==> config.mk <==
export PLATFORM = sky130hd
export DESIGN_NAME = oh_iddr_deser_flat
export DESIGN_NICKNAME = d
export VERILOG_FILES = /design/src/rtl/oh_iddr_deser_if.sv /design/src/rtl/oh_iddr_deser.sv /design/src/flat_wrapper.sv
export SDC_FILE = /design/constraint.sdc
export NUM_CORES = 1
export LEC_CHECK = 0
export ABC_AREA = 1
export CORE_MARGIN = 5
export CORE_UTILIZATION = 57
export DETAILED_ROUTE_END_ITERATION = 6
export GPL_TIMING_DRIVEN = 0
export PLACE_DENSITY = 0.82
export SYNTH_ARGS = -nofsm -noshare
export SYNTH_HDL_FRONTEND = slang
export SYNTH_SLANG_ARGS = --single-unit
export TNS_END_PERCENT = 10
==> constraint.sdc <==
create_clock -name clk -period 2.5 [get_ports clk]
set_clock_uncertainty 0.1 [all_clocks]
set_input_delay 0.375 -clock clk [delete_from_list [all_inputs] [get_ports clk]]
set_output_delay 0.375 -clock clk [all_outputs]
set_load 0.005 [all_outputs]
==> src/rtl/oh_iddr_deser_if.sv <==
// oh_iddr_deser_if: serial input, control and aligned word output bundle of the DDR deserializer
`timescale 1ns/1ps
interface oh_iddr_deser_if #(parameter int DW = 8);
  logic in;
  logic relock;
  logic [DW-1:0] out;
  logic valid;
  logic locked;
  logic phase;
  logic err;
  modport master (output in, relock, input out, valid, locked, phase, err);
  modport slave (input in, relock, output out, valid, locked, phase, err);
endinterface

==> src/rtl/oh_iddr_deser.sv <==
// oh_iddr_deser: DDR receive deserializer with sync-pattern word alignment at either bit phase
`timescale 1ns/1ps
module oh_iddr_deser #(
  parameter int DW = 8,
  parameter logic [DW-1:0] SYNC = DW'(8'hA5),
  parameter int LOCK_CNT = 2,
  parameter PROP = "DEFAULT"
) (
  input logic clk,
  input logic reset,
  oh_iddr_deser_if.slave bus
);
  localparam int BW = $clog2(DW/2);
  localparam int CW = $clog2(LOCK_CNT+1);
  localparam logic [1:0] HUNT = 2'd0;
  localparam logic [1:0] CHECK = 2'd1;
  localparam logic [1:0] LOCKED = 2'd2;
  logic neg;
  logic [1:0] pair;
  logic [DW:0] sr;
  logic [1:0] state;
  logic [BW-1:0] beat;
  logic [CW-1:0] cnt;
  logic [DW-1:0] even_w, odd_w, win;
  logic even_hit, odd_hit, wrap;
  if (PROP != "DEFAULT") begin : g_prop
  end
  assign even_w = sr[DW:1];
  assign odd_w = sr[DW-1:0];
  assign win = bus.phase ? odd_w : even_w;
  assign even_hit = even_w == SYNC;
  assign odd_hit = odd_w == SYNC;
  assign wrap = beat == BW'(DW/2-1);
  assign bus.locked = state == LOCKED;
  always_ff @(negedge clk)
    neg <= bus.in;
  always_ff @(posedge clk) begin
    if (reset) begin
      pair <= '0;
      sr <= '0;
      state <= HUNT;
      beat <= '0;
      cnt <= '0;
      bus.out <= '0;
      bus.valid <= 1'b0;
      bus.phase <= 1'b0;
      bus.err <= 1'b0;
    end else begin
      pair <= {bus.in, neg};
      sr <= {pair, sr[DW:2]};
      bus.valid <= 1'b0;
      bus.err <= 1'b0;
      beat <= wrap ? '0 : beat + 1'b1;
      if (bus.relock) begin
        state <= HUNT;
        beat <= '0;
        cnt <= '0;
      end else begin
        case (state)
          HUNT: begin
            beat <= '0;
            if (even_hit || odd_hit) begin
              bus.phase <= !even_hit;
              cnt <= CW'(1);
              state <= (LOCK_CNT == 1) ? LOCKED : CHECK;
            end
          end
          CHECK: begin
            if (wrap && win == SYNC) begin
              cnt <= cnt + 1'b1;
              state <= ((cnt + 1'b1) == CW'(LOCK_CNT)) ? LOCKED : CHECK;
            end else if (wrap) begin
              bus.err <= 1'b1;
              state <= HUNT;
              cnt <= '0;
            end
          end
          LOCKED: begin
            if (wrap) begin
              bus.out <= win;
              bus.valid <= 1'b1;
            end
          end
          default: state <= HUNT;
        endcase
      end
    end
  end
endmodule

==> src/flat_wrapper.sv <==
// flat-port wrapper written by rule: the top's interface ports become plain ports
module oh_iddr_deser_flat 
#(
  parameter int DW = 8,
  parameter logic [DW-1:0] SYNC = DW'(8'hA5),
  parameter int LOCK_CNT = 2,
  parameter PROP = "       "
)
  (clk, reset, bus_in, bus_relock, bus_out, bus_valid, bus_locked, bus_phase, bus_err);
  oh_iddr_deser_if #(.DW(DW)) bus_i ();
  input logic clk;
  input logic reset;
  input wire logic [$bits(bus_i.in)-1:0] bus_in;
  input wire logic [$bits(bus_i.relock)-1:0] bus_relock;
  output wire logic [$bits(bus_i.out)-1:0] bus_out;
  output wire logic [$bits(bus_i.valid)-1:0] bus_valid;
  output wire logic [$bits(bus_i.locked)-1:0] bus_locked;
  output wire logic [$bits(bus_i.phase)-1:0] bus_phase;
  output wire logic [$bits(bus_i.err)-1:0] bus_err;
  assign bus_i.in = bus_in;
  assign bus_i.relock = bus_relock;
  assign bus_out = bus_i.out;
  assign bus_valid = bus_i.valid;
  assign bus_locked = bus_i.locked;
  assign bus_phase = bus_i.phase;
  assign bus_err = bus_i.err;
  oh_iddr_deser #(.DW(DW), .SYNC(SYNC), .LOCK_CNT(LOCK_CNT), .PROP(PROP)) u_core (.clk(clk), .reset(reset), .bus(bus_i));
endmodule
==> metrics.txt <==
status completed; Vias 1065; TritonCTS Buffers 5; antenna cell count 0; Vias/cell about 4.9; area leader, netlist dfxtp_1; Die W about 57 um; asr flop ratio synth 0%; Critical Path RT approximately 1.4 ns; 1st-iter DRT viols 23; wirelength, routed about 2300 um; Congestion Overflow GR 0; EDFF count, synth 0; Mapped Cells approximately 170; First-pass DRT Iterations 4; Synth top area share a little under half; top-count cell post-synth nand2_1; CP Buf/Inv Count 1; H-tree depth 2; slowest CP cell clkdlybuf4s50_1; VDD IR max a little over 0.5 mV; setup TNS 0 ns; TritonCTS clock tree yes; critical path's largest stage delay about 0.42 ns; die area ~3200 sq um; P&R area growth vs syn 18.7%; Final Setup Violations 0; share of post-route cells with drive strength above 1 14.8%; setup repair bufs after CTS 0; io pins 16; post-synthesis register bit count 29; HPWL after DPL around 1800 um; Slew HR approximately 73%; worst hold-check path type input port to flip-flop; Tot GR Track Use between 10% and 20%; Avg Cell Area, Syn around 7.5 sq um; DRC 0; ranking of synthesized cells by area dfxtp_1, nand2_1, nor2_1; fin. max-slew vios 0; pin count of the biggest net entering global routing 11; core region area approximately 2100 sq um; PnR worst setup slack ~0.60 ns; CTS Buffer Depth 2; first-pass GRT wire length slightly below 4000 um; FP Rows 17; Mapped Area ~1300 sq um; worst setup path class input port to flip-flop; measured slew at the worst slew-check pin around 0.41 ns; Final Hold Viols 0; nets@finish about 190; Starting Density just under 60%; fmax approximately 0.53 GHz; fin util a little under 70%; Worst setup EP type flip-flop; syn_nets 173; Ys Warns 0; ys flop type dfxtp_1; antenna violations before repair 0; leakage 0.000596 uW; worst reg2reg setup slack between 0.6 and 0.7 ns; routed len/inst 10.7 um; FF/Latch Area approximately 580 sq um; hold_buf cts 0; fin crit share between 70% and 80%; number of fill cells ~180; Root Driver clkbuf_4; vias in the first global route between 900 and 1k; I/O Buffers 14; Yosys cell types 24; pwr/cell area about 530 nW/um^2; Clock Sinks 29; maximum fanout along the worst path 2; RSZ-0062 raised after global routing no; DP Worst Slack 0.223 ns; Tmin final 1.90 ns; register area share after synthesis 46.4%; startpoint types input port; DIE HEIGHT around 57 um; critical path cell sequence clkdlybuf4s50_1; WP data arrival 0.79 ns; RePlAce Congestion ~0.89; delay-heaviest family, CP buffers and inverters; multi-input logic area 544 sq um; # Max-Cap Violations 0; Resize count post-CTS 0; worst-skew pair later-pin latency about 0.36 ns; clock input transition at the sequential cells of the worst setup and hold paths 0.08 ns; DRT antenna net count 0; top cells by count, synth nand2_1, nor2_1, dfxtp_1
==> cells in the final DEF, fill, tap and decap left out <==
master           count
nand2_1             36
nor2_1              31
dfxtp_1             29
inv_1               24
clkdlybuf4s50_1     14
o21ai_1              6
clkbuf_4             5
nand2_2              4
a21oi_2              4
o21ai_0              4
a21oi_1              4
inv_2                3
clkbuf_1             3
nor2_2               3
nand3_2              3
buf_6                2
a31oi_1              2
nand3_1              2
ha_1                 2
nor2_4               1
nor3_4               1
nor3_1               1
nand4_1              1
nand3b_1             1
o21a_1               1
a211oi_2             1
clkbuf_8             1
==> metal layers <==
layer / part of all wire (%) / track usage, % / vias up
met2: 43 / 24.3 / 30
met5: 0 / 0 / -
li1: - / - / 556
met3: 8.3 / 7.82 / 8
met1: 45 / 18.1 / 471
met4: 2.9 / 10.6 / 0
==> sequential cells by signal (all words and copies together) (netlist names) <==
register	cells
u_core.beat	2
u_core.cnt	2
u_core.bus.phase	1
u_core.neg	1
u_core.bus.valid	1
u_core.state	2
u_core.bus.out	8
u_core.pair	2
u_core.sr	9
u_core.bus.err	1
==> per-stage QoR <==
| stage | instances | hold WS, ns | power (uW) | cell area, sq um |
|---|---|---|---|---|
| after CTS | 217 | 0.257 | 800 | 1490 |
| after global placement | 209 | 0.293 | 510 | 1430 |
| after global routing | 217 | 0.281 | 825 | 1490 |
| after detailed placement | 209 | 0.298 | 511 | 1430 |
| final | 217 | 0.274 | 792 | 1490 |
| after floorplan | 167 | 0.288 | 501 | 1250 |
==> layout make-up <==
cell class,instances,share of cell area [%]
clock inverters,2,0.505
plain buffers,4,2.02
well taps,28,2.36
flip-flops and latches,29,39.1
clock buffers,7,3.70
inverters,25,6.31
multi-input cells,108,36.6
repair buffers,14,9.43
==> power by group <==
| part | leakage [uW] | internal (uW) | switching, uW |
|---|---|---|---|
| registers | 0.000235 | 467 | 3.06 |
| logic | 0.000319 | 8.26 | 16.3 |
| clock network | 0.0000420 | 136 | 161 |
==> path summary, 6_finish.rpt <==
path	endpoint	startpoint	cells past startpoint
max reg2reg	u_core.pair[0]	u_core.neg	2
min	u_core.sr[1]	reset	2
max	u_core.neg	bus_in	1
min reg2reg	u_core.sr[8]	u_core.pair[1]	2
==> cell families (layout without fill, tap and decap cells) <==
logic type | after synthesis | after routing | synth area share (%)
flops | 29 | 29 | 46.4
simple gates | 84 | 84 | 30.5
buf+inv | 30 | 52 | 10.2
compound gates | 22 | 22 | 11.0
fa+ha+maj | 2 | 2 | 2.00
Power figures use the tool's default switching activity.
